## src/rtl/display_defs_pkg.sv

```systemverilog
// -----------------------------------------------------------------------------
// display_defs_pkg
// Shared definitions for the result display driver: conversion FSM states,
// fixed segment patterns, display geometry and the double-dabble nibble
// adjustment step.
// -----------------------------------------------------------------------------
package display_defs_pkg;

    typedef enum logic [1:0] {
        IDLE  = 2'd0,
        SHIFT = 2'd1,
        DONE  = 2'd2
    } conv_state_t;

    // Segment order is {g,f,e,d,c,b,a}, active-high.
    localparam logic [6:0] SEG_BLANK  = 7'h00;
    localparam logic [6:0] SEG_MINUS  = 7'h40;
    localparam logic [6:0] SEG_DIGIT0 = 7'h3F;

    localparam int NUM_POS = 6;
    localparam int NUM_DIG = 5;

    // Double-dabble correction: any BCD nibble >= 5 gets +3 so that the
    // following left shift carries correctly into the next decade.
    function automatic logic [4*NUM_DIG-1:0] dabble_adjust(input logic [4*NUM_DIG-1:0] w);
        logic [4*NUM_DIG-1:0] r;
        r = w;
        for (int i = 0; i < NUM_DIG; i++) begin
            if (w[i*4 +: 4] >= 4'd5) begin
                r[i*4 +: 4] = w[i*4 +: 4] + 4'd3;
            end
        end
        return r;
    endfunction

endpackage

```

## src/rtl/seg7_decode.sv

```systemverilog
// -----------------------------------------------------------------------------
// seg7_decode
// Combinational BCD digit to 7-segment pattern, active-high, {g,f,e,d,c,b,a}.
// Ports:
//   digit_i  in  4  BCD digit 0-9 (codes 10-15 decode to blank)
//   blank_i  in  1  force the position dark (leading-zero suppression)
//   seg_o    out 7  segment pattern
// -----------------------------------------------------------------------------
module seg7_decode
    import display_defs_pkg::*;
(
    input  logic [3:0] digit_i,
    input  logic       blank_i,
    output logic [6:0] seg_o
);

    always_comb begin
        seg_o = SEG_BLANK;
        if (!blank_i) begin
            case (digit_i)
                4'd0:    seg_o = SEG_DIGIT0;
                4'd1:    seg_o = 7'h06;
                4'd2:    seg_o = 7'h5B;
                4'd3:    seg_o = 7'h4F;
                4'd4:    seg_o = 7'h66;
                4'd5:    seg_o = 7'h6D;
                4'd6:    seg_o = 7'h7D;
                4'd7:    seg_o = 7'h07;
                4'd8:    seg_o = 7'h7F;
                4'd9:    seg_o = 7'h6F;
                default: seg_o = SEG_BLANK;
            endcase
        end
    end

endmodule

```

## src/rtl/result_display_driver.sv

```systemverilog
// -----------------------------------------------------------------------------
// result_display_driver
// Captures a signed 16-bit calculator result on `load`, converts its magnitude
// to 5 BCD digits with a sequential double-dabble (16 shift cycles), and scans
// sign + digits onto a 6-position multiplexed 7-segment display with leading
// zeros blanked.
// Ports:
//   clk       in   1   system clock
//   nRST      in   1   synchronous active-low reset
//   load      in   1   strobe: sample value_in (ignored while busy)
//   value_in  in  16   signed result
//   busy      out  1   conversion in progress (SHIFT/DONE states)
//   done      out  1   one-cycle pulse when bcd/neg update
//   neg       out  1   sign of last converted value (0 for zero)
//   bcd       out 20   {d4,d3,d2,d1,d0}, d0 = ones
//   seg       out  7   {g,f,e,d,c,b,a} for the enabled position
//   an        out  6   one-hot position enable, an[5] = sign position
// -----------------------------------------------------------------------------
module result_display_driver
    import display_defs_pkg::*;
#(
    parameter int SCAN_DIV   = 1000,
    parameter bit SEG_ACT_LO = 1'b0
)(
    input  logic               clk,
    input  logic               nRST,
    input  logic               load,
    input  logic signed [15:0] value_in,
    output logic               busy,
    output logic               done,
    output logic               neg,
    output logic [19:0]        bcd,
    output logic [6:0]         seg,
    output logic [5:0]         an
);

    localparam int          PRE_W    = (SCAN_DIV > 1) ? $clog2(SCAN_DIV) : 1;
    localparam logic [6:0]  SEG_INV  = {7{SEG_ACT_LO}};
    localparam logic [5:0]  AN_INV   = {6{SEG_ACT_LO}};

    conv_state_t state_q, state_d;
    logic [15:0] mag_q,  mag_d;
    logic [19:0] work_q, work_d;
    logic [3:0]  cnt_q,  cnt_d;
    logic        sign_q, sign_d;
    logic [19:0] bcd_q,  bcd_d;
    logic        neg_q,  neg_d;
    logic        done_q, done_d;
    logic        busy_q, busy_d;

    logic [PRE_W-1:0] pre_q, pre_d;
    logic [2:0]       pos_q, pos_d;
    logic [6:0]       seg_q, seg_d;
    logic [5:0]       an_q,  an_d;

    logic [15:0] mag_in;
    logic [19:0] work_adj;
    logic [3:0]  digit_sel;
    logic        blank_sel;
    logic [NUM_DIG-1:0] blank;
    logic [6:0]  dec_seg;

    // |value_in| as unsigned; -32768 maps to 16'h8000 without overflow.
    assign mag_in   = value_in[15] ? 16'(-value_in) : 16'(value_in);
    assign work_adj = dabble_adjust(work_q);

    always_ff @(posedge clk) begin
        if (!nRST) begin
            state_q <= IDLE;
            cnt_q   <= '0;
            bcd_q   <= '0;
            neg_q   <= 1'b0;
            done_q  <= 1'b0;
            busy_q  <= 1'b0;
            pre_q   <= '0;
            pos_q   <= '0;
            seg_q   <= SEG_DIGIT0 ^ SEG_INV;
            an_q    <= 6'b000001 ^ AN_INV;
        end else begin
            state_q <= state_d;
            cnt_q   <= cnt_d;
            bcd_q   <= bcd_d;
            neg_q   <= neg_d;
            done_q  <= done_d;
            busy_q  <= busy_d;
            pre_q   <= pre_d;
            pos_q   <= pos_d;
            seg_q   <= seg_d;
            an_q    <= an_d;
        end
    end

    // Working datapath is always loaded before use, so it carries no reset.
    always_ff @(posedge clk) begin
        mag_q  <= mag_d;
        work_q <= work_d;
        sign_q <= sign_d;
    end

    always_comb begin
        state_d = state_q;
        unique case (state_q)
            IDLE:    if (load) state_d = SHIFT;
            SHIFT:   if (cnt_q == 4'd15) state_d = DONE;
            DONE:    state_d = IDLE;
            default: state_d = IDLE;
        endcase
    end

    always_comb begin
        mag_d  = mag_q;
        work_d = work_q;
        cnt_d  = cnt_q;
        sign_d = sign_q;
        bcd_d  = bcd_q;
        neg_d  = neg_q;
        done_d = 1'b0;
        unique case (state_q)
            IDLE: begin
                if (load) begin
                    mag_d  = mag_in;
                    sign_d = value_in[15];
                    work_d = '0;
                    cnt_d  = '0;
                end
            end
            SHIFT: begin
                {work_d, mag_d} = {work_adj, mag_q} << 1;
                cnt_d = cnt_q + 4'd1;
            end
            DONE: begin
                bcd_d  = work_q;
                // A zero magnitude yields all-zero BCD; never show "-0".
                neg_d  = sign_q && (work_q != '0);
                done_d = 1'b1;
            end
            default: ;
        endcase
        busy_d = (state_d != IDLE);
    end

    // Scan prescaler and position index.
    always_comb begin
        pre_d = pre_q + PRE_W'(1);
        pos_d = pos_q;
        if (pre_q == PRE_W'(SCAN_DIV - 1)) begin
            pre_d = '0;
            pos_d = (pos_q == 3'(NUM_POS - 1)) ? 3'd0 : pos_q + 3'd1;
        end
    end

    // Digit k is dark when it and every higher digit are zero; d0 always lit.
    always_comb begin
        blank = '0;
        blank[NUM_DIG-1] = (bcd_q[4*NUM_DIG-1 -: 4] == 4'd0);
        for (int k = NUM_DIG - 2; k >= 1; k--) begin
            blank[k] = blank[k+1] && (bcd_q[k*4 +: 4] == 4'd0);
        end
        blank[0] = 1'b0;
    end

    always_comb begin
        digit_sel = 4'd0;
        blank_sel = 1'b1;
        case (pos_q)
            3'd0: begin digit_sel = bcd_q[3:0];   blank_sel = blank[0]; end
            3'd1: begin digit_sel = bcd_q[7:4];   blank_sel = blank[1]; end
            3'd2: begin digit_sel = bcd_q[11:8];  blank_sel = blank[2]; end
            3'd3: begin digit_sel = bcd_q[15:12]; blank_sel = blank[3]; end
            3'd4: begin digit_sel = bcd_q[19:16]; blank_sel = blank[4]; end
            default: ;
        endcase
    end

    seg7_decode u_dec (
        .digit_i (digit_sel),
        .blank_i (blank_sel),
        .seg_o   (dec_seg)
    );

    always_comb begin
        if (pos_q == 3'(NUM_POS - 1)) begin
            seg_d = (neg_q ? SEG_MINUS : SEG_BLANK) ^ SEG_INV;
        end else begin
            seg_d = dec_seg ^ SEG_INV;
        end
        an_d = (6'b000001 << pos_q) ^ AN_INV;
    end

    assign busy = busy_q;
    assign done = done_q;
    assign neg  = neg_q;
    assign bcd  = bcd_q;
    assign seg  = seg_q;
    assign an   = an_q;

endmodule

```

## config.mk

```make
export PLATFORM = sky130hd
export DESIGN_NAME = result_display_driver
export DESIGN_NICKNAME = d
export VERILOG_FILES = /design/src/rtl/display_defs_pkg.sv /design/src/rtl/seg7_decode.sv /design/src/rtl/result_display_driver.sv
export SDC_FILE = /design/constraint.sdc
export NUM_CORES = 1
export LEC_CHECK = 0
export CAP_MARGIN = 20
export CORE_MARGIN = 5
export CORE_UTILIZATION = 23
export CTS_BUF_LIST = sky130_fd_sc_hd__clkbuf_8
export CTS_CLUSTER_SIZE = 16
export DETAILED_ROUTE_END_ITERATION = 8
export HOLD_SLACK_MARGIN = 0.1
export MAX_ROUTING_LAYER = met4
export SETUP_SLACK_MARGIN = 0.05
export SYNTH_ARGS = -nofsm -noshare
export SYNTH_HDL_FRONTEND = slang
export SYNTH_HIERARCHICAL = 1
export SYNTH_SLANG_ARGS = --single-unit
```

## constraint.sdc

```tcl
create_clock -name clk -period 4.5 [get_ports clk]
set_input_delay 0.9 -clock clk [delete_from_list [all_inputs] [get_ports clk]]
set_output_delay 0.9 -clock clk [all_outputs]
set_load 0.005 [all_outputs]
```

# Yosys cells after proc, flatten, opt, wreduce, memory -nomap -nowiden
# Memory sizes are Yosys's and may differ from the RTL's.
# Cells that the tools add are included.
[op_classes]
addsub = 9
n_lt_le_gt_ge = 5
eq_ne = 10
shift = 1
n_mux = 22
n_bitwise = 1
n_reduce_logical = 16
[ops]
columns = ["op", "count"]
rows = [
  ["$pmux 20 s2", 1],
  ["$mux 16", 2],
  ["$pmux 16 s2", 1],
  ["$mux 7", 3],
  ["$ge 4x3->1 const B", 5],
  ["$mux 20", 1],
  ["$mux 4", 5],
  ["$pmux 4 s5", 1],
  ["$reduce_bool 20->1", 1],
  ["$add 4x2->4 const B", 4],
  ["$logic_not 4->1", 4],
  ["$neg 16->16", 1],
  ["$add 10x1->10 const B", 1],
  ["$eq 10x10->1 const B", 1],
  ["$pmux 4 s2", 1],
  ["$eq 3x2->1 const B", 2],
  ["$eq 3x3->1 const B", 2],
  ["$mux 3", 2],
  ["$shl 1x3->6 const A", 1],
  ["$pmux 1 s5", 1],
  ["$add 4x1->4 const B", 1],
  ["$eq 4x4->1 const B", 1],
  ["$logic_and 1x1->1", 4],
  ["$mux 2", 2],
  ["other kinds (14)", 16],
]
[word_totals]
regBits = 92
romBits = 112
in_bits = 19
elab_cells = 78
n_memories = 1
[memory_table]
columns = ["memory", "depth", "word_bits", "rd", "rd_ports_with_merged_regs", "write_ports", "line", "rtl"]
rows = [
  ["(no name shown)", 16, 7, 1, 0, 0, "seg7_decode.sv:20", "case (digit_i)"],
]

# Longest topological paths before layout
[logic_depth]
word_depth = 7
ltp_mapped = 13

# Hierarchy
# Netlist, hierarchy kept.
[modules_own_cells]
columns = ["mod", "n_inst", "cells_per_inst", "area_each_um2", "seq_area_each_um2"]
rows = [
  ["result_display_driver", 1, 481, 4431.8, 2212.1],
  ["seg7_decode", 1, 32, 232.7, 0.0],
]

# Worst setup path after synthesis
# OpenSTA, ideal clock, no wires.
[synth_timing]
path_kind = "input port to flip-flop"
from = "input port value_in[6]"
to = "register mag_q[14] (data pin)"
setup_ns = 0.264
arrival_time_ns = 2.336
required_ns = 4.236
path_slack_ns = 1.900
path_stages = 5
n_path_buf = 0
path_cell_list = "or4_1 or3_4 o41ai_4 xor2_1 o21ai_1"
[synth_via]
elab_chain_len = 4
[synth_rtl]
columns = ["element", "line", "rtl"]
rows = [
  ["start: declaration", "result_display_driver.sv:28", "input logic signed [15:0] value_in,"],
  ["$neg 16->16", "result_display_driver.sv:64", "assign mag_in = value_in[15] ? 16'(-value_in) : 16'(value_in);"],
  ["$mux 16", "result_display_driver.sv:64", ""],
  ["$mux 16", "result_display_driver.sv:120", "if (load) begin"],
  ["$pmux 16 s2", "result_display_driver.sv:118", "unique case (state_q)"],
  ["via mag_d[14]", "result_display_driver.sv:42", "logic [15:0] mag_q, mag_d;"],
  ["end signal: assignment", "result_display_driver.sv:95", "mag_q <= mag_d;"],
  ["end: declaration", "result_display_driver.sv:42", ""],
]
# The timed path passes the listed nets, and every way through them passes these cells. The select of a mux whose other input is x is not followed.
# A chain may end at the register's enable or synchronous reset.

# Worst setup path in the final report
[layout_timing]
from = "input port value_in[4]"
to = "register mag_q[14] (data pin)"
# The elaborated chain is that of the path after synthesis.

==> impl_metrics.py <==
metrics = {
    "status": {
        "outcome": "completed",
    },
    "global_route": {
        "grt.met3_usage": 0.0298,
        "grt_pass1_vias": 3311,
        "grt-busiest-layer": "met2",
        "met1_layer_usage_reported_by_global_route": 0.120,
        "grt.total_usage": 0.0904,
        "grt_max_degree": 30,
        "number_of_antenna_violations_at_the_first_check_in_global_routing": 0,
        "grt_overflow": 0,
        "gr-usage-met2": 0.132,
        "grt_first_pass_wirelength_um": 16900,
    },
    "synthesis": {
        "syn_area_mm2": 0.00466,
        "synth.yosys.seq_area_share": 0.474,
        "synth.top_cell.area_share": 0.238,
        "synth_compound_gate_area_share": 0.145,
        "synth_top_cells_by_count": "95 x sky130_fd_sc_hd__nand2_1, 55 x sky130_fd_sc_hd__dfxtp_1, 49 x sky130_fd_sc_hd__nor2_1, 37 x sky130_fd_sc_hd__edfxtp_1",
        "synth_fp_nets": 555,
        "synth_fa_ha_area_frac": 0.0617,
        "yosysWarningCount": 6,
        "ys_seq_elements": 92,
        "synth_async_sr_flop_share": 0,
        "syn-instance-count": 513,
        "post-synth-top-count-cell": "sky130_fd_sc_hd__nand2_1",
        "synth_top_family_by_area": "simple AND/OR/NAND/NOR gates",
        "synthDominantAreaCellType": "sky130_fd_sc_hd__edfxtp_1",
        "synth.area.top_cells": "sky130_fd_sc_hd__edfxtp_1 24%, sky130_fd_sc_hd__dfxtp_1 24%, sky130_fd_sc_hd__nand2_1 7.6%, sky130_fd_sc_hd__ha_1 6.2%, sky130_fd_sc_hd__a21boi_0 4.2%",
        "synth-edff-count": 37,
        "post_synth_xor_area_fraction": 0.0545,
        "ys.flop_type": "sky130_fd_sc_hd__dfxtp_1",
        "syn-mean-instance-area_um2": 9.09,
        "netlist-cell-type-count": 44,
        "yosys.area_share.simple": 0.220,
        "synth_mux_area_frac": 0.0129,
    },
    "cts": {
        "clk_path_buf_depth": 2,
        "clock_sink_count": 92,
        "post_cts_resize_count": 0,
        "tritoncts": "built",
        "cts-root-buf": "sky130_fd_sc_hd__clkbuf_8",
        "post-cts-setup-buffer-count": 0,
        "worst_skew_pair.late_latency_ns": 0.37,
        "cts_hold_buffers": 0,
        "clkTransAtPathRegs_ns": 0.09,
        "clock_tree.htree_level_count": 3,
        "cts_inserted_buffers": 9,
    },
    "worst_setup_path": {
        "crit_buf_inv": 1,
        "worst_setup_path_startpoint": "value_in[4]",
        "crit-reg2reg-launch": "pos_q[1]$_SDFFE_PN0P_",
        "cp_cell_sequence": "clkdlybuf4s50_1 -> or4_1 -> or3_4 -> o41ai_4 -> xor2_1 -> o21ai_1",
        "reg2reg_to": "seg[0]$_SDFF_PN1_",
        "crit_type": "primary input to flip-flop",
        "worst-r2r-cell-count": 12,
        "timing.critical_path.depth": 6,
        "critical_path.top_delay_family": "simple AND/OR/NAND/NOR gates",
        "timing.critical_path.to": "mag_q[14]$_DFFE_PP_",
        "worst-endpoint-required_ns": 4.62,
        "timing.critical_path.slowest_cell_delay_ns": 0.55,
        "critPathCaptureType": "flip-flop",
        "cp.arrival_ns": 2.88,
        "rrSetupSlack_ns": 1.75,
        "timing.critical_path.slowest_stage_cell": "sky130_fd_sc_hd__or4_1",
        "critical_path_peak_fanout": 4,
        "start_kind": "primary input",
    },
    "cells_and_area": {
        "area_of_the_multi_input_gates_mm2": 0.00230,
        "layout-area-overhead-vs-synth_pct": 22.4,
        "antenna-diode-count": 0,
        "utilization": 0.284,
        "drive_above_1_share": 0.0475,
        "final_design_area_no_fill_mm2": 0.00571,
        "num-fill-cells": 2129,
        "seq_area_mm2": 0.00221,
        "finish.net_count": 606,
    },
    "sta": {
        "period_minus_slack_ns": 2.76,
        "setup_tns_ns": 0,
        "hold_viol": 0,
        "maxClockFrequency_ghz": 0.363,
        "setup_viol": 0,
        "timing_max_transition_violations_final": 0,
        "skew_ns": 0.00656,
        "fin_crit_sh": 0.613,
        "tightestPinTransition_ns": 0.877,
        "setup_repair_after_global_routing_missed_its_margin": "false",
        "worst_slew_margin_rel": 0.415,
    },
    "route": {
        "viasPerCell": 4.24,
        "detailed_route_drc_error_count": 0,
        "detail-route-antenna-nets": 0,
        "detailedRoute.firstPassIterationCount": 4,
        "detail_route.wirelength_um": 10200,
        "starting_drc_count_in_detailed_routing": 232,
        "post_drt_wl_per_cell_um": 12.2,
        "via_count": 3560,
    },
    "job": {
        "timing.max_cap.violations": 0,
    },
    "pwr": {
        "swShare": 0.260,
        "cellLeakagePower_nw": 2.07,
        "part_of_the_total_power_dissipated_in_combinational_logic": 0.108,
        "internal_power_w": 0.00126,
        "peakVddDrop_mv": 0.126,
        "p_per_area_mw_per_mm2": 299,
        "clockPowerShare": 0.332,
        "net-switching-power_w": 0.000443,
        "power.sequential.fraction": 0.560,
    },
    "floorplan": {
        "initial_core_util": 0.232,
        "core_area_mm2": 0.0201,
        "std_cell_rows": 52,
        "die_y_um": 152,
        "dieArea_mm2": 0.0232,
        "top_level_ports": 55,
        "floorplan.die.width_um": 152,
    },
    "min_path": {
        "timing.hold.worst.class": "flip-flop to flip-flop",
    },
    "placed_design": {
        "dpl-instance-area_mm2": 0.00550,
        "count_of_port_buffers_added_during_placement": 54,
        "place.gp.congestion": 0.811,
        "hpwl_after_dpl_um": 7370,
    },
}
## through the flow
step                setup slack (ns)  cells  total power (W)  hold slack, ns
detailed placement              1.34    822          0.00116           0.443
global route                    1.42    839          0.00179           0.496
floorplan                       1.90    513          0.00109           0.418
global placement                1.38    822          0.00115           0.436
finish                          1.74    839          0.00171           0.463
CTS                             1.75    838          0.00174           0.467
## registers in the layout, summed over array words and instances, names as in the netlist
name,cells
busy,1
neg,1
pre_q,10
work_q,20
pos_q,3
bcd,20
mag_q,16
seg,7
done,1
an,6
state_q,2
cnt_q,4
sign_q,1
## routing by layer
| metal | vias to the layer above | wire, um |
|---|---|---|
| li1 | 1855 | - |
| met1 | 1583 | 4980 |
| met2 | 111 | 4430 |
| met3 | 11 | 696 |
| met4 | 0 | 121 |
| met5 | - | 0 |
## worst min-delay path by stage
stage,slack [ns],cells after the start,end,start
after floorplan,0.42,1,pre_q[0]$_SDFF_PP0_,pre_q[0]$_SDFF_PP0_
after global placement,0.44,1,pre_q[0]$_SDFF_PP0_,pre_q[0]$_SDFF_PP0_
after detailed placement,0.44,1,pre_q[0]$_SDFF_PP0_,pre_q[0]$_SDFF_PP0_
after CTS,0.47,1,pre_q[0]$_SDFF_PP0_,pre_q[0]$_SDFF_PP0_
after global routing,0.50,1,pre_q[0]$_SDFF_PP0_,pre_q[0]$_SDFF_PP0_
final,0.46,1,pre_q[0]$_SDFF_PP0_,pre_q[0]$_SDFF_PP0_
## power groups by stage
stage	Clock (W)	Combinational, W	Sequential, W
2_1_floorplan	0	0.000131	0.000962
6_report	0.000567	0.000183	0.000955
3_5_place_dp	0	0.000185	0.000975
3_3_place_gp	0	0.000181	0.000973
5_1_grt	0.000621	0.000211	0.000962
4_1_cts	0.000595	0.000186	0.000956
## cell usage in the layout, fill, tap and decap left out, drive strengths merged
cell / instances
buf: 6
nand3: 9
nand4: 2
clkdlybuf4s50: 54
mux2i: 6
nand2: 95
nor4b: 3
nor3: 7
or3: 3
inv: 21
clkbuf: 9
nor3b: 1
o21ai: 28
xnor2: 11
a21boi: 26
a211oi: 2
and2: 6
nor2b: 10
a41oi: 1
o22ai: 3
o41ai: 3
or4: 3
edfxtp: 37
or2: 6
a22oi: 5
clkinv: 3
xor2: 18
nor4: 4
nor2: 49
a21oi: 24
nand3b: 2
bufinv: 1
a21o: 3
and3: 6
o22a: 2
nand2b: 15
a32o: 1
dfxtp: 55
ha: 23
o31ai: 6
## area by class of cell
cell class / count / share of cell area
Timing Repair Buffer: 60 / 0.104
Clock inverter: 7 / 0.0127
Tap cell: 270 / 0.0592
Multi-Input combinational cell: 383 / 0.403
Sequential cell: 92 / 0.387
Inverter: 18 / 0.0118
Clock buffer: 9 / 0.0217
## logic make-up after synthesis
| kind of cell | after synthesis |
|---|---|
| XOR/XNOR | 29 |
| buffers and inverters | 38 |
| adder cells (fa/ha/maj) | 23 |
| flip-flops | 92 |
| AO/OA/AOI/OAI | 104 |
| AND/OR/NAND/NOR | 221 |
| multiplexers | 6 |
(Power assumes the default switching activity.)
